**src/rtl/spi_shift_engine_if.sv**
```systemverilog
// Command / response handshake bundle between the register front-end and the
// SPI shift engine. Signal suffixes are from the engine's point of view.
interface spi_shift_engine_if #(
    parameter int DATA_WIDTH = 32
);
    localparam int LEN_W = $clog2(DATA_WIDTH);

    logic                  tx_valid_i;
    logic                  tx_ready_o;
    logic [DATA_WIDTH-1:0] tx_data_i;
    logic [LEN_W-1:0]      tx_len_i;
    logic                  tx_last_i;
    logic                  rx_valid_o;
    logic                  rx_ready_i;
    logic [DATA_WIDTH-1:0] rx_data_o;

    modport slave (
        input  tx_valid_i, tx_data_i, tx_len_i, tx_last_i, rx_ready_i,
        output tx_ready_o, rx_valid_o, rx_data_o
    );

    modport master (
        output tx_valid_i, tx_data_i, tx_len_i, tx_last_i, rx_ready_i,
        input  tx_ready_o, rx_valid_o, rx_data_o
    );
endinterface

```
**src/rtl/spi_shift_engine.sv**
```systemverilog
// SPI mode-0 serializer: one word per command, MSB first, MISO sampled on the
// SCLK rising edge, SS optionally held low between words of a frame.
module spi_shift_engine #(
    parameter int DATA_WIDTH   = 32,
    parameter int CLKDIV_WIDTH = 16
) (
    input  logic                    clk_i,
    input  logic                    rst_i,
    input  logic [CLKDIV_WIDTH-1:0] clkdiv_i,
    spi_shift_engine_if.slave       bus,
    output logic                    busy_o,
    output logic                    spi_ss_o,
    output logic                    spi_sclk_o,
    output logic                    spi_mosi_o,
    input  logic                    spi_miso_i
);
    localparam int LEN_W = $clog2(DATA_WIDTH);

    typedef enum logic [2:0] {IDLE, LOW, HIGH, TAIL, HOLD, GAP} state_t;

    state_t                  state_q, state_d;
    logic [CLKDIV_WIDTH-1:0] cnt_q, cnt_d;
    logic [CLKDIV_WIDTH-1:0] div_q, div_d;
    logic [LEN_W-1:0]        bit_q, bit_d;
    logic [DATA_WIDTH-1:0]   data_q, data_d;
    logic                    last_q, last_d;
    logic [DATA_WIDTH-1:0]   rx_sh_q, rx_sh_d;
    logic [DATA_WIDTH-1:0]   rx_data_q, rx_data_d;
    logic                    rx_valid_q, rx_valid_d;
    logic                    ss_q, ss_d;
    logic                    sclk_q, sclk_d;
    logic                    mosi_q, mosi_d;

    logic tx_ready;
    logic accept;
    logic phase_done;

    // A new word may only start once the previous response has been taken.
    assign tx_ready   = ((state_q == IDLE) || (state_q == HOLD)) && !rx_valid_q;
    assign accept     = bus.tx_valid_i && tx_ready;
    // Every timed phase lasts D+1 clocks, using the divider latched at accept.
    assign phase_done = (cnt_q == div_q);

    assign bus.tx_ready_o = tx_ready;
    assign bus.rx_valid_o = rx_valid_q;
    assign bus.rx_data_o  = rx_data_q;
    assign busy_o         = (state_q != IDLE);
    assign spi_ss_o       = ss_q;
    assign spi_sclk_o     = sclk_q;
    assign spi_mosi_o     = mosi_q;

    // State register.
    always_ff @(posedge clk_i) begin
        if (rst_i) state_q <= IDLE;
        else       state_q <= state_d;
    end

    // Next-state logic.
    always_comb begin
        state_d = state_q;
        unique case (state_q)
            IDLE, HOLD: if (accept)     state_d = LOW;
            LOW:        if (phase_done) state_d = HIGH;
            HIGH:       if (phase_done) state_d = (bit_q != '0) ? LOW : TAIL;
            TAIL:       if (phase_done) state_d = last_q ? GAP : HOLD;
            GAP:        if (phase_done) state_d = IDLE;
            default:                    state_d = IDLE;
        endcase
    end

    // Output / datapath next values; SPI pins are registered from these.
    always_comb begin
        cnt_d      = '0;
        div_d      = div_q;
        bit_d      = bit_q;
        data_d     = data_q;
        last_d     = last_q;
        rx_sh_d    = rx_sh_q;
        rx_data_d  = rx_data_q;
        rx_valid_d = rx_valid_q;
        ss_d       = ss_q;
        sclk_d     = sclk_q;
        mosi_d     = mosi_q;

        if (rx_valid_q && bus.rx_ready_i) rx_valid_d = 1'b0;

        unique case (state_q)
            IDLE, HOLD: begin
                if (accept) begin
                    data_d  = bus.tx_data_i;
                    bit_d   = bus.tx_len_i;
                    last_d  = bus.tx_last_i;
                    div_d   = clkdiv_i;
                    rx_sh_d = '0;
                    ss_d    = 1'b0;
                    sclk_d  = 1'b0;
                    mosi_d  = bus.tx_data_i[bus.tx_len_i];
                end
            end
            LOW: begin
                cnt_d = phase_done ? '0 : cnt_q + CLKDIV_WIDTH'(1);
                if (phase_done) begin
                    sclk_d  = 1'b1;
                    rx_sh_d = {rx_sh_q[DATA_WIDTH-2:0], spi_miso_i};
                end
            end
            HIGH: begin
                cnt_d = phase_done ? '0 : cnt_q + CLKDIV_WIDTH'(1);
                if (phase_done) begin
                    sclk_d = 1'b0;
                    if (bit_q != '0) begin
                        bit_d  = bit_q - LEN_W'(1);
                        mosi_d = data_q[bit_q - LEN_W'(1)];
                    end
                end
            end
            TAIL: begin
                cnt_d = phase_done ? '0 : cnt_q + CLKDIV_WIDTH'(1);
                if (phase_done) begin
                    rx_valid_d = 1'b1;
                    rx_data_d  = rx_sh_q;
                    if (last_q) begin
                        ss_d   = 1'b1;
                        mosi_d = 1'b0;
                    end
                end
            end
            GAP: begin
                cnt_d = phase_done ? '0 : cnt_q + CLKDIV_WIDTH'(1);
            end
            default: ;
        endcase
    end

    // Control and pin registers; reset aborts any transfer on the next edge.
    always_ff @(posedge clk_i) begin
        if (rst_i) begin
            cnt_q      <= '0;
            rx_valid_q <= 1'b0;
            rx_data_q  <= '0;
            ss_q       <= 1'b1;
            sclk_q     <= 1'b0;
            mosi_q     <= 1'b0;
        end else begin
            cnt_q      <= cnt_d;
            rx_valid_q <= rx_valid_d;
            rx_data_q  <= rx_data_d;
            ss_q       <= ss_d;
            sclk_q     <= sclk_d;
            mosi_q     <= mosi_d;
        end
    end

    // Word data registers; only meaningful after an accept reloads them.
    always_ff @(posedge clk_i) begin
        div_q   <= div_d;
        bit_q   <= bit_d;
        data_q  <= data_d;
        last_q  <= last_d;
        rx_sh_q <= rx_sh_d;
    end
endmodule

```
**src/flat_wrapper.sv**
```systemverilog
// flat-port wrapper written by rule: the top's interface ports become plain ports
module spi_shift_engine_flat 
#(
    parameter int DATA_WIDTH   = 32,
    parameter int CLKDIV_WIDTH = 16
)
  (clk_i, rst_i, clkdiv_i, busy_o, spi_ss_o, spi_sclk_o, spi_mosi_o, spi_miso_i, bus_tx_valid_i, bus_tx_data_i, bus_tx_len_i, bus_tx_last_i, bus_rx_ready_i, bus_tx_ready_o, bus_rx_valid_o, bus_rx_data_o);
  spi_shift_engine_if #(.DATA_WIDTH(DATA_WIDTH)) bus_i ();
  input  logic clk_i;
  input  logic rst_i;
  input  logic [CLKDIV_WIDTH-1:0] clkdiv_i;
  output logic busy_o;
  output logic spi_ss_o;
  output logic spi_sclk_o;
  output logic spi_mosi_o;
  input  logic spi_miso_i;
  input wire logic [$bits(bus_i.tx_valid_i)-1:0] bus_tx_valid_i;
  input wire logic [$bits(bus_i.tx_data_i)-1:0] bus_tx_data_i;
  input wire logic [$bits(bus_i.tx_len_i)-1:0] bus_tx_len_i;
  input wire logic [$bits(bus_i.tx_last_i)-1:0] bus_tx_last_i;
  input wire logic [$bits(bus_i.rx_ready_i)-1:0] bus_rx_ready_i;
  output wire logic [$bits(bus_i.tx_ready_o)-1:0] bus_tx_ready_o;
  output wire logic [$bits(bus_i.rx_valid_o)-1:0] bus_rx_valid_o;
  output wire logic [$bits(bus_i.rx_data_o)-1:0] bus_rx_data_o;
  assign bus_i.tx_valid_i = bus_tx_valid_i;
  assign bus_i.tx_data_i = bus_tx_data_i;
  assign bus_i.tx_len_i = bus_tx_len_i;
  assign bus_i.tx_last_i = bus_tx_last_i;
  assign bus_i.rx_ready_i = bus_rx_ready_i;
  assign bus_tx_ready_o = bus_i.tx_ready_o;
  assign bus_rx_valid_o = bus_i.rx_valid_o;
  assign bus_rx_data_o = bus_i.rx_data_o;
  spi_shift_engine #(.DATA_WIDTH(DATA_WIDTH), .CLKDIV_WIDTH(CLKDIV_WIDTH)) u_core (.clk_i(clk_i), .rst_i(rst_i), .clkdiv_i(clkdiv_i), .bus(bus_i), .busy_o(busy_o), .spi_ss_o(spi_ss_o), .spi_sclk_o(spi_sclk_o), .spi_mosi_o(spi_mosi_o), .spi_miso_i(spi_miso_i));
endmodule
```
**config.mk**
```make
export PLATFORM = sky130hd
export DESIGN_NAME = spi_shift_engine_flat
export DESIGN_NICKNAME = d
export VERILOG_FILES = /design/src/rtl/spi_shift_engine_if.sv /design/src/rtl/spi_shift_engine.sv /design/src/flat_wrapper.sv
export SDC_FILE = /design/constraint.sdc
export NUM_CORES = 1
export LEC_CHECK = 0
export ABC_AREA = 1
export CAP_MARGIN = 40
export CORE_ASPECT_RATIO = 0.7
export CORE_MARGIN = 10
export CORE_UTILIZATION = 58
export DETAILED_ROUTE_END_ITERATION = 7
export PLACE_DENSITY = 0.85
export SYNTH_ARGS = -nofsm -noshare
export SYNTH_HDL_FRONTEND = slang
export SYNTH_SLANG_ARGS = --single-unit
```
**constraint.sdc**
```tcl
create_clock -name clk_i -period 8.3 [get_ports clk_i]
set_clock_uncertainty 0.1 [all_clocks]
set_input_delay 1.245 -clock clk_i [delete_from_list [all_inputs] [get_ports clk_i]]
set_output_delay 1.245 -clock clk_i [all_outputs]
set_load 0.02 [all_outputs]
```
### Word level (Yosys, flattened, before mapping)

Index checks and enable logic that the tools add are counted.

* shifts and indexed selects: 0
* div/mod/pow operators: 0
* equality and inequality tests: 13
* order comparisons: 2
* bitwise operators: 1
* add/subtract/negate cells: 2
* multiplexer cells: 35
* reductions and logical operators: 24
* multipliers: 0

Operators with widths (number)
* 2-to-1 mux 32 bit: 2
* case mux 32 bit (2 select lines): 1
* adder 16 x 1 -> 16 bit, second input constant: 1
* == test 16 bit: 1
* 2-to-1 mux 1 bit: 16
* 2-to-1 mux 3 bit: 5
* 2-to-1 mux 5 bit: 3
* case mux 3 bit (5 select lines): 1
* inequality test 2 x 1 -> 1 bit, second input constant: 7
* < comparator 5 x 6 -> 1 bit, second input constant: 2
* AND reduction 4 bit: 3
* binary-select mux 1 bit (select 5 bit): 2
* case mux 5 bit (2 select lines): 1
* nonzero test 3 bit: 3
* == test 3 x 2 -> 1 bit, second input constant: 2
* == test 3 bit, second input constant: 2
* case mux 1 bit (3 select lines): 2
* AND reduction 6 bit: 1
* nonzero test 2 bit: 3
* AND reduction 5 bit: 1
* nonzero test 5 bit: 1
* subtractor 5 x 1 -> 5 bit, second input constant: 1
* AND reduction 2 bit: 2
* OR reduction 4 bit: 1
* other kinds (11): 13

* RAM bits: 0
* input port bits: 59
* word-level logic and storage cells: 89
* flip-flop bits (word level): 141
* memory bits (read-only): 0
* output and inout bits: 38
* memories: 0
* latch bits: 0

### Depth between registers and ports, before layout

Gate-level depths: netlist of run 1.

* word-level depth: 6
* mapped depth: 15
* depth with buffers taken out: 13

### Worst setup path after synthesis of run 1

OpenSTA, ideal clock, no wires.

* path kind: input-to-reg
* start: in bus_tx_valid_i
* end: reg u_core.rx_sh_q[0], enable pin
* data arrival time: 2.882 ns
* path buffers: 0
* setup time: 0.421 ns
* data required time: 7.779 ns
* path slack: 4.896 ns
* cell stages on the path: 4
* cells stage by stage: nand2_1 -> nand2_1 -> nand2_1 -> nor2_1

* cells in the longest elaborated chain, start to end: 3

Ends and longest elaborated chain
* start: declaration: RTL line flat_wrapper.sv:17 `input wire logic [$bits(bus_i.tx_valid_i)-1:0] bus_tx_valid_i;`
* logical AND 1 bit: RTL line spi_shift_engine.sv:40 `assign accept = bus.tx_valid_i && tx_ready;`
* inequality test 2 x 1 -> 1 bit (no source line)
* AND reduction 3 bit (no source line)
* end signal: assignment: RTL line spi_shift_engine.sv:160 `rx_sh_q <= rx_sh_d;`
* end: declaration: RTL line spi_shift_engine.sv:27 `logic [DATA_WIDTH-1:0] rx_sh_q, rx_sh_d;`

No other way between the ends.
A chain may end at the register's enable or synchronous reset.

### Final worst setup path of run 1

* start: in bus_tx_len_i[0]
* end: reg u_core.mosi_q (netlist: u_core.spi_mosi_o)

* cells in the longest elaborated chain, start to end: 4

Ends and longest elaborated chain
* start: declaration: RTL line flat_wrapper.sv:19 `input wire logic [$bits(bus_i.tx_len_i)-1:0] bus_tx_len_i;`
* binary-select mux 1 bit (select 5 bit): RTL line spi_shift_engine.sv:97 `mosi_d = bus.tx_data_i[bus.tx_len_i];`
* 2-to-1 mux 1 bit (not written as such): RTL line spi_shift_engine.sv:97
* 2-to-1 mux 1 bit: RTL line spi_shift_engine.sv:89 `if (accept) begin`
* case mux 1 bit (3 select lines): RTL line spi_shift_engine.sv:87 `unique case (state_q)`
* end signal: assignment: RTL line spi_shift_engine.sv:150 `mosi_q <= mosi_d;`
* end: declaration: RTL line spi_shift_engine.sv:32 `logic mosi_q, mosi_d;`

No other way between the ends. The select of a mux whose other input is x is not followed.

==> reports/qor.yml, run 1 <==
run:
  cap_violations: 0
clock_network:
  cts_setup_buffers: 0
  hold_buffers: 0
  numCtsBuffers: 17
  clkTransAtPathRegs_ns: 0.07
  cts_tree: "done"
  clk_latency_ns: 0.42
  post_cts_resized: 0
  cts-root-buf: "clkbuf_16"
  cts_sinks: 141
  cts_max_path_buffers: 2
  cts_htree_levels: 4
floorplan:
  rows: 31
  initial_utilization_pct: 59.6
  die_h_um: 106
  die_area_mm2: 0.0153
  die_width_um: 144
  pin_count: 97
  core_mm2: 0.0104
grt:
  grt_max_degree: 50
  use_met2_pct: 33.9
  met1_usage_pct: 23.9
  grt_pass1_wl_um: 24900
  grt-ovfl-total: 0
  grt.total_usage_pct: 20.3
  grt_busiest_layer: "met2"
  antenna_found_initial: 0
  grt_pass1_vias: 5147
  met3_usage_pct: 6.54
status:
  outcome: "finished, final reports clean"
sta:
  whs_ns: 0.343
  timing.final.crit_share_pct: 38.3
  maxSlewViolCount: 0
  period_needed_ns: 3.18
  setup_viol: 0
  hold_viol_final: 0
  slew_headroom_pct: 53.7
  worst_slew_pin_slew_ns: 0.689
  timing.fmax_mhz: 314
  grt_setup_unrepaired: "no"
  finalSetupTns_ns: 0
final_layout:
  fill_cells: 713
  instances_no_fill: 946
  antenna-diode-count: 0
  multi_input_area_mm2: 0.00194
  drive_gt1_share_pct: 7.74
  final_nets: 862
  seq_area_mm2: 0.00368
  fin_util_pct: 75.5
  area.growth.synth_to_final_pct: 26.7
route:
  drc: 0
  routed_wirelength_um: 15000
  route.vias.total: 4954
  avgRoutedWirePerCell_um: 15.9
  drt-vias-per-instance: 5.24
  dr.first_iter.drc_count: 498
  antenna_left: 0
  drtPass1Iterations: 6
synth:
  synth.avg_cell_area_um2: 8.80
  syn-num-nets: 765
  synthCells: 704
  syn_area_mm2: 0.00620
  synth_cell_types: 30
  ys_seq_elements: 141
  ys_seq_area_share_pct: 59.4
  synth_top_area_cell: "edfxtp_1"
  netlist_top_cells_area: "edfxtp_1, dfxtp_1, nand2_1"
  yosysTopAreaCellShare_pct: 41.7
  ys_warn_count: 0
placed_design:
  portBuffers: 96
  post-place-cells: 914
  gp_congestion: 0.926
  dp_hpwl_um: 10400
power:
  powerDensity_mw_per_mm2: 312
  pwr-share-clk_pct: 30.5
  switchingPower_uw: 859
  total_power_uw: 2450
  power_frac_seq_pct: 43.5
  p_leak_uw: 0.00314
  combPwrFrac_pct: 26.0
  peakVddDrop_uv: 203
  intPower_uw: 1590
  switching_share_pct: 35.0
setup_path:
  startpoint_type: "primary input"
  crit_chain: "clkdlybuf4s50_1, inv_1, nand2_1, nand3_1, nand3_1, nand2_1, nand2_1, nand3_1, nand3_1, nand2_1, nor2_1, nor2_1"
  cpLargestDelayFamily: "buffers and inverters"
  critPathKind: "primary input to register"
  worstPathRequired_ns: 8.51
  slowest_delay_ns: 0.86
  cp_max_fo: 18
  worst_ep_arrival_time_ns: 3.39
  cp_num_buf_inv: 2
  endpoint_kind: "register"
  slowest_stage: "clkdlybuf4s50_1"
worst_hold_path:
  worst_hold_path_type: "register to register"
-- per-layer routing --
| metal | part of all wire (%) | up-vias |
|---|---|---|
| met3 | 7.2 | 32 |
| li1 | - | 2458 |
| met4 | 1.4 | 0 |
| met5 | 0 | - |
| met2 | 49 | 195 |
| met1 | 42 | 2269 |
-- power groups by stage --
| stage | combinational, µW | sequential (µW) | clock [µW] |
|---|---|---|---|
| detailed placement | 622 | 1080 | 0 |
| global route | 715 | 1090 | 786 |
| floorplan | 428 | 1050 | 0 |
| global placement | 584 | 1070 | 0 |
| CTS | 632 | 1070 | 755 |
| finish | 638 | 1070 | 748 |
-- cells by family (layout without fill, tap and decap cells) --
logic type	Yosys count	in the layout	synth area share, %
xor gates and xnor gates	9	9	1.27
buffers and inverters	139	249	9.43
adders and majority gates	2	2	0.404
and+or+nand+nor	326	326	22.4
AOI/OAI and AO/OA	87	87	7.11
DFF	141	141	59.4
-- placed cells by master, fill, tap and decap left out, drive strengths merged, types with 2 or more instances in the layout --
cell type      count
nor2              83
o21ai             42
xnor2              2
a21oi             43
nand4              3
edfxtp            86
clkbuf            18
clkdlybuf4s50     96
ha                 2
nand3             66
nand2            168
nor3b              2
dfxtp             55
xor2               7
nor3               3
buf                5
clkinv             6
inv              124
-- worst reg2reg max path, stage by stage (launching register included) --
cell      delay (ns)
edfxtp_1        0.78
inv_2           0.33
ha_1            0.63
inv_1           0.29
nand3_1         0.15
nand3_1         0.09
nand3_1         0.17
nand3_1         0.08
nand2_1         0.08
inv_1           0.04
nand2_1         0.05
nor2_1          0.04
nor2_1          0.08
-- worst paths after layout --
check	startpoint	to	slack, ns	depth (start not counted)
worst max-delay path	bus_tx_len_i[0]	u_core.spi_mosi_o	5.12	12
worst min-delay path	u_core.bus.rx_data_o[4]	u_core.bus.rx_data_o[4]	0.34	2
worst max register to register	u_core.bit_q[0]	u_core.spi_mosi_o	5.34	12
worst min register to register	u_core.bus.rx_data_o[4]	u_core.bus.rx_data_o[4]	0.34	2
-- layout make-up --
type	instances	area share, %
Clock inverter	14	1.80
Inverter	116	5.54
Clock buffer	18	5.74
Tap cell	132	2.10
Multi-Input combinational cell	424	24.7
Sequential cell	141	46.9
Timing Repair Buffer	101	13.2
-- Yosys cell counts --
cell type,number
nand2_2,4
nor3_2,1
dfxtp_1,55
xor2_1,7
edfxtp_1,86
nor3_1,2
nor2_1,74
clkinv_1,1
buf_4,3
nor2_2,7
buf_2,5
nand3_1,65
o21ai_1,22
nand3_2,1
inv_1,108
o21bai_1,1
inv_2,7
ha_1,2
nand4_1,2
a21oi_1,43
clkbuf_1,9
nor2_4,2
a211oi_1,1
buf_6,6
o21ai_0,20
nand4_2,1
nor3b_1,2
nand2_1,164
xnor2_1,2
or2_2,1
-- sequential cells by signal, summed over array words and instances, names as in the netlist, 3 cells and up --
signal / cells
u_core.data_q: 32
u_core.rx_sh_q: 32
u_core.div_q: 16
u_core.bus.rx_data_o: 32
u_core.cnt_q: 16
u_core.bit_q: 5
u_core.state_q: 3
-- through the flow --
| stage | cell area [µm²] | setup slack [ns] |
|---|---|---|
| floorplan | 6200 | 4.90 |
| global placement | 7200 | 4.97 |
| detailed placement | 7260 | 4.79 |
| CTS | 7850 | 5.17 |
| global route | 7850 | 4.84 |
| finish | 7850 | 5.12 |
Power figures use the tool's default switching activity.
==> inputs of run 2 (changes only) <==
--- a/config.mk
+++ b/config.mk
@@ -9,9 +9,9 @@
 export CAP_MARGIN = 40
 export CORE_ASPECT_RATIO = 0.7
 export CORE_MARGIN = 10
-export CORE_UTILIZATION = 58
+export CORE_UTILIZATION = 49
 export DETAILED_ROUTE_END_ITERATION = 7
-export PLACE_DENSITY = 0.85
+export PLACE_DENSITY = 0.77
 export SYNTH_ARGS = -nofsm -noshare
 export SYNTH_HDL_FRONTEND = slang
 export SYNTH_SLANG_ARGS = --single-unit
==> constraint.sdc (replaced) <==
create_clock -name clk_i -period 2.9 [get_ports clk_i]
set_clock_uncertainty 0.1 [all_clocks]
set_input_delay 0.435 -clock clk_i [delete_from_list [all_inputs] [get_ports clk_i]]
set_output_delay 0.435 -clock clk_i [all_outputs]
set_load 0.02 [all_outputs]
==> run 2 against run 1 <==
Total power rose to 2.9 times the previous value. Via count about the same. Combinational power rose to 2.9 times the previous value. Critical path depth down 10. Clock-buffer cell count up 1. Non-clock buffer count up 3. Flip-flop and latch count unchanged. Register-to-register slack worse by 4.7 ns. Worst hold slack better by 0.0045 ns. Wire length down 2.7%. Cell count up 3.5%.
==> reports/qor.yml, run 2 (same netlist as run 1, synthesis figures left out) <==
status:
  outcome: "finished, final reports clean"
floorplan:
  initial_utilization_pct: 50.1
  die_h_um: 114
  rows: 34
  core_mm2: 0.0124
  pin_count: 97
  die_width_um: 154
  die_area_mm2: 0.0176
clock_network:
  clk_latency_ns: 0.41
  numCtsBuffers: 17
  cts_sinks: 141
  cts_max_path_buffers: 2
  hold_buffers: 0
  clkTransAtPathRegs_ns: 0.06
  post_cts_resized: 0
  cts_setup_buffers: 0
  cts-root-buf: "clkbuf_16"
  cts_tree: "done"
  cts_htree_levels: 4
grt:
  grt_max_degree: 66
  grt_pass1_vias: 5089
  grt-ovfl-total: 0
  grt_pass1_wl_um: 24400
  grt.total_usage_pct: 16.7
  antenna_found_initial: 0
route:
  antenna_left: 0
  dr_wl_met3_um: 864
  avgRoutedWirePerCell_um: 14.9
  drc: 0
  drt-vias-per-instance: 5.06
  route.vias.total: 4957
  met2WireLength_um: 7070
  drtPass1Iterations: 5
  top_layer_used: "met4"
  dr.first_iter.drc_count: 298
  routed_wirelength_um: 14600
  met1_length_um: 6480
setup_path:
  startpoint: "u_core.state_q[0]"
  reg2reg_from: "u_core.cnt_q[0]"
  endpoint_kind: "output port"
  worstPathRequired_ns: 2.37
  r2r_cells: 10
  crit_chain: "nor3_1, clkdlybuf4s50_1"
  cpLargestDelayFamily: "buffers and inverters"
  r2r_setup_slack_ns: 0.63
  startpoint_type: "register"
  worst_ep_arrival_time_ns: 1.74
  slowest_stage: "clkdlybuf4s50_1"
  cp_max_fo: 4
  critPathKind: "register to output port"
  slowest_delay_ns: 0.67
  cp_num_buf_inv: 1
  worstReg2RegEnd: "u_core.bit_q[4]"
final_layout:
  area.growth.synth_to_final_pct: 27.5
  layout_common_cells: "nand2_1, inv_1, clkdlybuf4s50_1"
  drive_gt1_share_pct: 7.96
  final_nets: 865
  instances_no_fill: 979
  layout_commonest_cell: "nand2_1"
  fill_cells: 978
  antenna-diode-count: 0
worst_hold_path:
  whs_path_depth: 2
  whs_endpoint: "u_core.bus.rx_data_o[23]"
  hold_path_startpoint: "u_core.bus.rx_data_o[23]"
  worst_hold_path_type: "register to register"
placed_design:
  post-place-cells: 947
  gp_congestion: 0.884
  portBuffers: 96
  dp_hpwl_um: 10400
sta:
  period_needed_ns: 2.27
  finalSetupTns_ns: 0
  hold_viol_final: 0
  grt_setup_unrepaired: "no"
  timing.final.crit_share_pct: 78.4
  setup_viol: 0
  timing.fmax_mhz: 440
  slew_headroom_pct: 55.6
  maxSlewViolCount: 0
  worst_slew_pin_slew_ns: 0.660
power:
  peakVddDrop_uv: 632
  p_leak_uw: 0.00315
  powerDensity_mw_per_mm2: 890
run:
  cap_violations: 0
run 2: cell types whose count changed in the layout (fill, tap and decap cells not counted):
cell	delta
clkinv_1	+1
clkinv_2	-1
buf_4	+4
clkinv_4	+2
clkbuf_16	+1
inv_4	+1
inv_6	-2
clkinv_8	-2
buf_8	-1
run 2: through the flow:
step           worst slack [ns]  hold slack (ns)  utilization, %  instance area, µm²  power (µW)
2_1_floorplan             0.273            0.352               -                6200        4230
4_1_cts                   0.611            0.349            63.8                7900        7060
3_5_place_dp              0.594            0.339            59.1                7310        4920
5_1_grt                   0.462            0.369            63.8                7900        7430
3_3_place_gp              0.691            0.336            58.9                7290        4810
6_report                  0.627            0.347            63.8                7900        7030
run 2: per-layer routing:
metal,vias to the layer above,global-route usage (%)
met5,-,0
met4,0,5.65
met3,18,4.35
met2,140,27.5
met1,2338,21.0
li1,2461,-
run 2: how the worst max path moves through the flow:
stage                         to  depth (start not counted)
6_report          bus_tx_ready_o                          2
3_3_place_gp     u_core.bit_q[2]                          5
5_1_grt          u_core.bit_q[0]                         10
3_5_place_dp     u_core.bit_q[3]                          5
4_1_cts           bus_tx_ready_o                          2
2_1_floorplan  u_core.rx_sh_q[0]                          5
run 2: cell type report:
type | count | area [µm²] | area share (%)
clock buffer | 19 | 475 | 6.02
clock inverter | 13 | 114 | 1.44
inverter | 116 | 435 | 5.51
multi-input combinational | 424 | 1940 | 24.5
sequential | 141 | 3680 | 46.6
tap | 162 | 203 | 2.56
timing repair buffer | 104 | 1050 | 13.3
run 2: power breakdown:
| part | leakage [µW] | switching [µW] | internal, µW |
|---|---|---|---|
| combinational | 0.00158 | 1260 | 616 |
| sequential | 0.00128 | 238 | 2780 |
| clock | 0.000295 | 901 | 1230 |
| total | 0.00315 | 2400 | 4630 |
run 2: worst register-to-register path, stage by stage, from the launching register on:
cell     delay, ns
dfxtp_1       0.41
nand2_1       0.07
inv_1         0.05
nor2_1        0.03
nor2_1        0.13
nand2_1       0.10
nor2_2        0.15
nand2_2       0.13
nand2_1       0.10
nand2_2       0.09
nor3_1        0.53
